===== src/rtl/mem_dbus_ctrl_pkg.sv =====
// Shared encodings for the memory-stage data-bus controller: memory op codes,
// bus size codes and the controller state type.
package mem_dbus_ctrl_pkg;

    localparam logic [3:0] MOP_NONE = 4'd0;
    localparam logic [3:0] MOP_LB   = 4'd1;
    localparam logic [3:0] MOP_LBU  = 4'd2;
    localparam logic [3:0] MOP_LH   = 4'd3;
    localparam logic [3:0] MOP_LHU  = 4'd4;
    localparam logic [3:0] MOP_LW   = 4'd5;
    localparam logic [3:0] MOP_SB   = 4'd6;
    localparam logic [3:0] MOP_SH   = 4'd7;
    localparam logic [3:0] MOP_SW   = 4'd8;

    localparam logic [1:0] SIZE_BYTE = 2'd0;
    localparam logic [1:0] SIZE_HALF = 2'd1;
    localparam logic [1:0] SIZE_WORD = 2'd2;

    typedef enum logic [2:0] {
        DBS_IDLE       = 3'd0,
        DBS_REQ        = 3'd1,
        DBS_WAIT       = 3'd2,
        DBS_DONE       = 3'd3,
        DBS_DRAIN_REQ  = 3'd4,
        DBS_DRAIN_WAIT = 3'd5
    } dbs_state_t;

    function automatic logic is_store(input logic [3:0] op);
        return (op == MOP_SB) || (op == MOP_SH) || (op == MOP_SW);
    endfunction

endpackage


===== src/rtl/mem_align.sv =====
// Combinational byte-lane logic: store strobes/replicated data on the request
// side, byte/half extraction with sign or zero extension on the response side.
module mem_align
    import mem_dbus_ctrl_pkg::*;
(
    input  logic [3:0]  op,
    input  logic [1:0]  addr_lo,
    input  logic [31:0] wsrc,
    input  logic [31:0] rdata,
    output logic [1:0]  size,
    output logic [3:0]  wstrb,
    output logic [31:0] wdata,
    output logic [31:0] ldata
);

    logic [7:0]  byte_sel;
    logic [15:0] half_sel;

    // Pick the addressed byte and halfword out of the naturally aligned word.
    always_comb begin
        byte_sel = rdata[7:0];
        case (addr_lo)
            2'd1:    byte_sel = rdata[15:8];
            2'd2:    byte_sel = rdata[23:16];
            2'd3:    byte_sel = rdata[31:24];
            default: byte_sel = rdata[7:0];
        endcase
        half_sel = addr_lo[1] ? rdata[31:16] : rdata[15:0];
    end

    // Per-op size, strobes, store data and extended load result.
    always_comb begin
        size  = SIZE_WORD;
        wstrb = 4'b0000;
        wdata = 32'd0;
        ldata = rdata;
        case (op)
            MOP_LB: begin
                size  = SIZE_BYTE;
                ldata = {{24{byte_sel[7]}}, byte_sel};
            end
            MOP_LBU: begin
                size  = SIZE_BYTE;
                ldata = {24'd0, byte_sel};
            end
            MOP_LH: begin
                size  = SIZE_HALF;
                ldata = {{16{half_sel[15]}}, half_sel};
            end
            MOP_LHU: begin
                size  = SIZE_HALF;
                ldata = {16'd0, half_sel};
            end
            MOP_SB: begin
                size  = SIZE_BYTE;
                wstrb = 4'b0001 << addr_lo;
                wdata = {4{wsrc[7:0]}};
            end
            MOP_SH: begin
                size  = SIZE_HALF;
                wstrb = addr_lo[1] ? 4'b1100 : 4'b0011;
                wdata = {2{wsrc[15:0]}};
            end
            MOP_SW: begin
                wstrb = 4'b1111;
                wdata = wsrc;
            end
            default: ;
        endcase
    end

endmodule


===== src/rtl/mem_dbus_ctrl.sv =====
// Memory-stage data-bus controller: issues one SRAM-like bus transaction per
// slot-1 load/store, stalls the pipe until it completes, and drains
// outstanding transactions when a flush abandons the access.
//
// state      | meaning
// -----------+--------------------------------------------------------------
// IDLE       | no access in flight; accept a new load/store
// REQ        | req asserted, waiting for addr_ok
// WAIT       | address accepted, waiting for data_ok
// DONE       | access complete, load result valid until the pipe advances
// DRAIN_REQ  | flushed while requesting; req held until addr_ok
// DRAIN_WAIT | flushed after address phase; discard the coming data_ok
module mem_dbus_ctrl
    import mem_dbus_ctrl_pkg::*;
(
    input  logic        clk,
    input  logic        rst,
    input  logic        valid_i,
    input  logic [3:0]  mem_op_i,
    input  logic [31:0] mem_addr_i,
    input  logic [31:0] reg2_i,
    input  logic        exc_i,
    input  logic        flush_i,
    input  logic        advance_i,
    output logic        stallreq_o,
    output logic        load_valid_o,
    output logic [31:0] load_data_o,
    output logic        adel_o,
    output logic        ades_o,
    output logic        data_req_o,
    output logic        data_wr_o,
    output logic [1:0]  data_size_o,
    output logic [31:0] data_addr_o,
    output logic [3:0]  data_wstrb_o,
    output logic [31:0] data_wdata_o,
    input  logic        data_addr_ok_i,
    input  logic        data_data_ok_i,
    input  logic [31:0] data_rdata_i
);

    dbs_state_t  state, state_nxt;
    logic [3:0]  lat_op;
    logic [1:0]  lat_lo;
    logic        go, latch_req, latch_load;
    logic        half_op_ld, half_op_st, mis_half, mis_word;

    logic [1:0]  req_size;
    logic [3:0]  req_wstrb;
    logic [31:0] req_wdata;
    logic [31:0] req_ldata_unused;
    logic [1:0]  rsp_size_unused;
    logic [3:0]  rsp_wstrb_unused;
    logic [31:0] rsp_wdata_unused;
    logic [31:0] rsp_ldata;

    mem_align u_req_align (
        .op      (mem_op_i),
        .addr_lo (mem_addr_i[1:0]),
        .wsrc    (reg2_i),
        .rdata   (32'd0),
        .size    (req_size),
        .wstrb   (req_wstrb),
        .wdata   (req_wdata),
        .ldata   (req_ldata_unused)
    );

    mem_align u_rsp_align (
        .op      (lat_op),
        .addr_lo (lat_lo),
        .wsrc    (32'd0),
        .rdata   (data_rdata_i),
        .size    (rsp_size_unused),
        .wstrb   (rsp_wstrb_unused),
        .wdata   (rsp_wdata_unused),
        .ldata   (rsp_ldata)
    );

    // Alignment errors are reported combinationally and block the access.
    assign half_op_ld = (mem_op_i == MOP_LH) || (mem_op_i == MOP_LHU);
    assign half_op_st = (mem_op_i == MOP_SH);
    assign mis_half   = mem_addr_i[0];
    assign mis_word   = |mem_addr_i[1:0];
    assign adel_o = valid_i & ~exc_i &
                    ((half_op_ld & mis_half) | ((mem_op_i == MOP_LW) & mis_word));
    assign ades_o = valid_i & ~exc_i &
                    ((half_op_st & mis_half) | ((mem_op_i == MOP_SW) & mis_word));
    assign go = valid_i & (mem_op_i != MOP_NONE) & ~exc_i & ~adel_o & ~ades_o & ~flush_i;

    // Next-state, stall request and latch enables; flush wins over bus handshakes.
    always_comb begin
        state_nxt  = state;
        stallreq_o = 1'b0;
        latch_req  = 1'b0;
        latch_load = 1'b0;
        case (state)
            DBS_IDLE: begin
                stallreq_o = go;
                if (go) begin
                    latch_req = 1'b1;
                    state_nxt = DBS_REQ;
                end
            end
            DBS_REQ: begin
                stallreq_o = 1'b1;
                if (flush_i)
                    state_nxt = data_addr_ok_i ? DBS_DRAIN_WAIT : DBS_DRAIN_REQ;
                else if (data_addr_ok_i)
                    state_nxt = DBS_WAIT;
            end
            DBS_WAIT: begin
                stallreq_o = 1'b1;
                if (flush_i)
                    state_nxt = data_data_ok_i ? DBS_IDLE : DBS_DRAIN_WAIT;
                else if (data_data_ok_i) begin
                    latch_load = 1'b1;
                    state_nxt  = DBS_DONE;
                end
            end
            DBS_DONE: begin
                if (advance_i || flush_i)
                    state_nxt = DBS_IDLE;
            end
            DBS_DRAIN_REQ: begin
                stallreq_o = valid_i;
                if (data_addr_ok_i)
                    state_nxt = DBS_DRAIN_WAIT;
            end
            DBS_DRAIN_WAIT: begin
                stallreq_o = valid_i;
                if (data_data_ok_i)
                    state_nxt = DBS_IDLE;
            end
            default: state_nxt = DBS_IDLE;
        endcase
    end

    // State register plus registered bus fields and load result.
    always_ff @(posedge clk) begin
        if (!rst) begin
            state        <= DBS_IDLE;
            lat_op       <= MOP_NONE;
            lat_lo       <= 2'd0;
            data_req_o   <= 1'b0;
            data_wr_o    <= 1'b0;
            data_size_o  <= SIZE_BYTE;
            data_addr_o  <= 32'd0;
            data_wstrb_o <= 4'd0;
            data_wdata_o <= 32'd0;
            load_valid_o <= 1'b0;
            load_data_o  <= 32'd0;
        end else begin
            state        <= state_nxt;
            data_req_o   <= (state_nxt == DBS_REQ) || (state_nxt == DBS_DRAIN_REQ);
            load_valid_o <= (state_nxt == DBS_DONE);
            if (latch_req) begin
                lat_op       <= mem_op_i;
                lat_lo       <= mem_addr_i[1:0];
                data_wr_o    <= is_store(mem_op_i);
                data_size_o  <= req_size;
                data_addr_o  <= mem_addr_i;
                data_wstrb_o <= req_wstrb;
                data_wdata_o <= req_wdata;
            end
            if (latch_load)
                load_data_o <= rsp_ldata;
        end
    end

endmodule


===== config.mk =====
export PLATFORM = sky130hd
export DESIGN_NAME = mem_dbus_ctrl
export DESIGN_NICKNAME = d
export VERILOG_FILES = /design/src/rtl/mem_dbus_ctrl_pkg.sv /design/src/rtl/mem_align.sv /design/src/rtl/mem_dbus_ctrl.sv
export SDC_FILE = /design/constraint.sdc
export NUM_CORES = 1
export LEC_CHECK = 0
export ABC_CLOCK_PERIOD_IN_PS = 3200
export BUFFER_PORTS_ARGS = -buffer_cell sky130_fd_sc_hd__clkbuf_2
export CORE_ASPECT_RATIO = 1.2
export CORE_UTILIZATION = 53
export CTS_CLUSTER_DIAMETER = 80
export CTS_CLUSTER_SIZE = 20
export DETAILED_ROUTE_END_ITERATION = 10
export PLACE_DENSITY = 0.94
export SYNTH_ARGS = -nofsm -noshare
export SYNTH_HDL_FRONTEND = slang
export SYNTH_SLANG_ARGS = --single-unit

===== constraint.sdc =====
create_clock -name clk -period 3.2 [get_ports clk]
set_input_delay 0.64 -clock clk [delete_from_list [all_inputs] [get_ports clk]]
set_output_delay 0.64 -clock clk [all_outputs]
set_load 0.02 [all_outputs]

; ---- Word-level counts from Yosys, hierarchy flattened
; Index checks and enable logic that the tools add are counted.
[word_totals]
out_inout_bits = 108
ff_bits = 114
wordCells = 89
inputBits = 108
[classes]
eq_ne = 23
n_reduce_logical = 12
bitwise_logic = 18
shift = 1
mux = 24
[op_table]
columns = op, count
row1 = $pmux W32 S4, 1
row2 = $pmux W32 S3, 1
row3 = $mux W3, 9
row4 = $pmux W8 S3, 1
row5 = $eq A4 B3 Y1 const B, 5
row6 = $pmux W3 S6, 1
row7 = $eq A4 B2 Y1 const B, 4
row8 = $mux W16, 1
row9 = $and A1 B1 Y1, 12
row10 = $pmux W4 S3, 1
row11 = $eq A3 B2 Y1 const B, 3
row12 = $eq A3 B3 Y1 const B, 3
row13 = $eq A4 B1 Y1 const B, 2
row14 = $eq A3 B1 Y1 const B, 2
row15 = $mux W1, 6
row16 = $reduce_or A2 Y1, 3
row17 = $reduce_or A3 Y1, 2
row18 = $logic_or A1 B1 Y1, 5
row19 = $eq A2 B2 Y1 const B, 2
row20 = $eq A4 B4 Y1 const B, 1
row21 = $mux W4, 1
row22 = $not A1 Y1, 4
row23 = $pmux W2 S2, 1
row24 = $reduce_bool A4 Y1, 1
row25 = other kinds (5), 6

; ---- Depth between registers and ports, before layout
[depth]
word_depth = 13
ltp_mapped = 9
mapped_depth_nobuf = 6

; ---- Cells and area by module
; Synthesis repeated with hierarchy kept, for this count alone.
[unflattened]
cells_unflattened = 814
hier_area_um2 = 6717.7
[modules_own_cells]
columns = mod, n_inst, area_per_inst_um2, cells_per_inst
row1 = mem_dbus_ctrl, 1, 4390.5, 520
row2 = mem_align, 2, 1163.6, 147

; ---- Worst setup path before layout
; Ideal clock, no wire load.
[synth_path]
kind = in2out
start = input mem_op_i[2]
end = output stallreq_o
path_stages = 8
t_arrival_ns = 2.087
required_ns = 2.560
n_path_buf = 3
setup_slack_ns = 0.473
path_cell_list = buf_4 and3b_1 o21ai_1 a211o_2 inv_2 buf_6 buf_2 o221ai_1
[synth_between]
elab_chain_cells = 10
elab_cells_between_ends = 23
classes_between = eq/ne: 5 / mux: 1 / bitwise: 15 / reduce/logical: 2
[synth_lines]
columns = element, line
row1 = start: declaration, mem_dbus_ctrl.sv:19  ; input logic [3:0] mem_op_i,
row2 = $eq A4 B2 Y1 or $eq A4 B3 Y1 (tied branches), --
row3 = $logic_or A1 B1 Y1, mem_dbus_ctrl.sv:79  ; assign half_op_ld = (mem_op_i == MOP_LH) || (mem_op_i == MOP_LHU);
row4 = $and A1 B1 Y1, mem_dbus_ctrl.sv:84  ; ((half_op_ld & mis_half) | ((mem_op_i == MOP_LW) & mis_word));
row5 = $or A1 B1 Y1 (*), mem_dbus_ctrl.sv:84
row6 = $and A1 B1 Y1 (*), mem_dbus_ctrl.sv:83  ; assign adel_o = valid_i & ~exc_i &
row7 = via adel_o, mem_dbus_ctrl.sv:28  ; output logic adel_o,
row8 = $not A1 Y1 (*), mem_dbus_ctrl.sv:87  ; assign go = valid_i & (mem_op_i != MOP_NONE) & ~exc_i & ~adel_o & ~ades_o & ~flush_i;
row9 = $and A1 B1 Y1 (*) (3 in a row), mem_dbus_ctrl.sv:87
row10 = $pmux W1 S3 (*), mem_dbus_ctrl.sv:95  ; case (state)
row11 = end: declaration, mem_dbus_ctrl.sv:25  ; output logic stallreq_o,
; The timed path passes the listed nets; every way through them passes the cells marked *.

; ---- Worst setup path in the final report
[layout_path]
start = input mem_op_i[2]
end = output stallreq_o
[layout_between]
elab_chain_cells = 10
elab_cells_between_ends = 23
classes_between = eq/ne: 5 / mux: 1 / bitwise: 15 / reduce/logical: 2
[layout_lines]
columns = element, line
row1 = $eq A4 B2 Y1 or $eq A4 B3 Y1 (tied branches), --
row2 = $logic_or A1 B1 Y1, mem_dbus_ctrl.sv:79
row3 = $and A1 B1 Y1, mem_dbus_ctrl.sv:84
row4 = $or A1 B1 Y1, mem_dbus_ctrl.sv:84
row5 = $and A1 B1 Y1, mem_dbus_ctrl.sv:83
row6 = $not A1 Y1, mem_dbus_ctrl.sv:87
row7 = $and A1 B1 Y1, mem_dbus_ctrl.sv:87
row8 = $and A1 B1 Y1 (*) (2 in a row), mem_dbus_ctrl.sv:87
row9 = $pmux W1 S3 (*), mem_dbus_ctrl.sv:95
; Every way passes the cells marked *; elsewhere a longest branch is shown, timed or not.

==> run_results.csv <==
group,metric,value,unit
outcome,status,"complete, no violations",
clocking,cts_max_level,3,
setup_path,crit_required,2.56,ns
setup_path,r2r_setup_slack,0.85,ns
setup_path,r2r-start,"lat_op[1]$_SDFFE_PN0P_",
clocking,ctsRootBufferMaster,"clkbuf_16",
final_layout,area_delta_synth_final,24.94,%
synthesis,ys_warn_count,0,
setup_path,path_common_cell,"clkbuf_2",
synthesis,netlist_area,0.005423,mm^2
pwr,switching_power,0.8739,mW
routing,totalWireLength,17080,um
grt,grt_pass1_wl,26790,um
pwr,power_report.internal_total,2.230,mW
setup_path,crit_start,"mem_op_i[2]",
grt,antenna_found_initial,0,
final_layout,post-route-util,68.03,%
timing,final.setup.tns,0,ns
routing,dr.first_iter.drc_count,475,
pwr,switching_share,28.15,%
pwr,ir_drop,0.0003424,V
routing,route.detailed.drc,0,
placed_design,io_buffers,215,
pwr,p_seq_share,47.4,%
routing,dr.max_layer_used,"met4",
final_layout,finalInstanceArea,0.006775,mm^2
floorplan,row_count,40,
timing,hold_violations,0,
timing,rsz0062_at_grt,"false",
placed_design,hpwl,12210,um
setup_path,end_kind,"output port",
synthesis,synth-main-ff-cell,"dfxtp_1",
routing,ant_nets,0,
synthesis,ys_types,59,
grt,overflow,0,
synthesis,syn_area_per_cell,8.526,um^2
timing,max_slew_margin,38.08,%
worst_hold_path,hp-class,"flip-flop to flip-flop",
synthesis,syn_inst,636,
pwr,combPwrFrac,15.2,%
final_layout,nFillCells,828,
timing,fin_skew,0.006943,ns
worst_hold_path,hold_start,"load_data_o[7]$_SDFFE_PN0P_",
final_layout,final_nets,922,
flow_run,maxCapViolations,0,
synthesis,async_flop_share,0,%
timing,worstMarginPinSlew,0.9217,ns
routing,dr_wl_met2,8445,um
routing,post_drt_via_cell_ratio,6.171,
final_layout,final_layout_size_suffix_gt1_share,35.29,%
setup_path,slowest_delay,0.37,ns
floorplan,die_area,0.01064,mm^2
synthesis,synth_top_area_share,41.35,%
routing,vias,5832,
synthesis,synth_edf_count,0,
placed_design,placed_cell_area,0.006470,mm^2
grt,grt_use_total,31.94,%
clocking,cts_resized,0,
synthesis,synth_fp_nets,744,
synthesis,synth_commonest_cells,"dfxtp_1 (112), a21oi_1 (94), o21ai_0 (68), nand3_1 (47), clkbuf_1 (30)",
timing,period_share,86.85,%
placed_design,gpl.final_weighted_congestion,0.9085,
grt,grt_pass1_vias,5566,
floorplan,die-width,94.34,um
timing,maxSlewViolCount,0,
routing,wl_met1,6293,um
clocking,clk_pin_slew,0.08,ns
floorplan,start_util,54.45,%
setup_path,path_cells,"clkbuf_2 -> nor2b_1 -> o21ai_1 -> a211o_2 -> inv_2 -> o221ai_1 -> clkbuf_2",
clocking,postCtsSetupRepairBufs,0,
setup_path,crit_type,"primary input to output port",
timing,max_freq,359.8,MHz
timing,period_minus_slack,2.779,ns
floorplan,num_io_pins,216,
floorplan,die_y,112.8,um
setup_path,r2r_cells,5,
synthesis,yosys-top-cells-area,"dfxtp_1 (41%), a21oi_1 (8.7%), o21ai_0 (6.3%)",
setup_path,worst-path-max-fanout,15,
clocking,clk_latency,0.35,ns
setup_path,cp-endpoint,"stallreq_o",
setup_path,worstSetupStartpointType,"primary input",
setup_path,critPathArrivalTime,2.14,ns
floorplan,core-area,0.009960,mm^2
timing,finalSetupViolCount,0,
clocking,cts_tree,"done",
clocking,hold_buffers,0,
synthesis,synth_most_common_cell,"dfxtp_1",
routing,first_pass_iters,5,
grt,grt_max_degree,74,
setup_path,slowest_stage,"a211o_2",
pwr,p_leak,2.800,nW
routing,dr_wl_met3,1599,um
pwr,pwr-share-clk,37.5,%
synthesis,yosys.area.top_type,"dfxtp_1",
routing,wl_per_cell,18.08,um
final_layout,antennaDiodeCount,0,
setup_path,r2r-end,"load_data_o[6]$_SDFFE_PN0P_",
clocking,clk_path_buf_depth,2,
synthesis,ys_seq_area_share,41.35,%
synthesis,synth-seq-cells,112,
clocking,numCtsBuffers,9,
pwr,power,3.104,mW
pwr,power_density,458.2,mW/mm^2
worst_hold_path,min_path_cells,2,
clocking,cts_sinks,112,
==> placed cells by master, fill, tap and decap left out, types with 2 or more instances in the layout <==
cell type | synthesis | routed
clkbuf_2 | 0 | 215
dfxtp_1 | 112 | 112
a21oi_1 | 94 | 94
o21ai_0 | 68 | 68
nand3_1 | 47 | 47
nand2_1 | 26 | 26
mux2i_1 | 24 | 24
nor2_1 | 24 | 23
nor3_1 | 19 | 19
o21ai_1 | 17 | 17
a22oi_1 | 16 | 16
a211oi_1 | 14 | 14
buf_4 | 6 | 14
a21oi_2 | 11 | 11
a211oi_2 | 10 | 10
nand4_1 | 9 | 9
clkbuf_16 | 0 | 9
o22ai_1 | 8 | 8
o221a_2 | 7 | 7
nor2b_1 | 6 | 6
and3b_1 | 4 | 4
nand2b_1 | 4 | 4
nor3b_1 | 5 | 4
nand3b_1 | 3 | 3
a31oi_1 | 3 | 3
a311oi_1 | 3 | 3
clkinv_4 | 0 | 3
inv_2 | 1 | 2
or4_1 | 2 | 2
o21a_1 | 2 | 2
or2_2 | 2 | 2
inv_1 | 3 | 2
xor2_1 | 2 | 2
o21bai_1 | 2 | 2
o211a_1 | 2 | 2
==> cells by family (layout without fill, tap and decap cells) <==
| family | after synthesis | after routing | share of synthesized area [%] |
|---|---|---|---|
| buffers and inverters | 67 | 250 | 6.276 |
| AOI/OAI and AO/OA | 271 | 271 | 31.68 |
| xor gates and xnor gates | 2 | 2 | 0.3231 |
| and+or+nand+nor | 158 | 158 | 15.32 |
| muxes | 26 | 26 | 5.053 |
| DFF | 112 | 112 | 41.35 |
==> layer usage <==
| layer | vias up | track usage [%] |
|---|---|---|
| li1 | 2724 | - |
| met1 | 2694 | 36.36 |
| met2 | 354 | 54.01 |
| met3 | 60 | 7.527 |
| met4 | 0 | 18.26 |
| met5 | - | 0 |
==> how the worst min path moves through the flow <==
stage	end	slack [ns]
CTS	load_data_o[7]$_SDFFE_PN0P_	0.46
finish	load_data_o[7]$_SDFFE_PN0P_	0.46
floorplan	load_data_o[7]$_SDFFE_PN0P_	0.53
global placement	load_data_o[7]$_SDFFE_PN0P_	0.44
detailed placement	load_data_o[7]$_SDFFE_PN0P_	0.45
global route	data_addr_o[15]$_SDFFE_PN0P_	0.49
==> sequential cells by signal, indices dropped and copies added (netlist names) <==
register and count:
data_wr_o 1, data_wdata_o 32, load_data_o 32, load_valid_o 1
state 3, data_addr_o 32, data_wstrb_o 4, lat_op 4
data_req_o 1, data_size_o 2
==> critical path, delay by kind of cell <==
kind | cells | cell delay [ns]
buf+inv | 3 | 0.63
simple gates | 1 | 0.22
compound gates | 3 | 0.63
==> stage by stage <==
stage	cells	worst slack, ns	hold slack, ns
global placement	929	0.5068	0.4424
finish	945	0.4207	0.4559
floorplan	636	0.4726	0.5345
detailed placement	929	0.4678	0.4468
global route	945	0.3362	0.4920
CTS	945	0.4642	0.4571
==> final cells by class <==
cell class	instances	area (um^2)	area share (%)
tap	126	157.7	2.327
multi-input combinational	457	2854	42.12
clock inverter	7	80.08	1.182
clock buffer	9	225.2	3.324
sequential	112	2242	33.09
timing repair buffer	230	1201	17.73
inverter	4	15.01	0.2216
==> power groups by stage <==
stage | Combinational [mW] | Clock, mW | Sequential (mW)
after floorplan | 0.243 | 0 | 1.54
after global placement | 0.450 | 0 | 1.50
after detailed placement | 0.463 | 0 | 1.50
after CTS | 0.466 | 1.17 | 1.47
after global routing | 0.505 | 1.24 | 1.48
final | 0.471 | 1.16 | 1.47
Power figures use the tool's default switching activity.
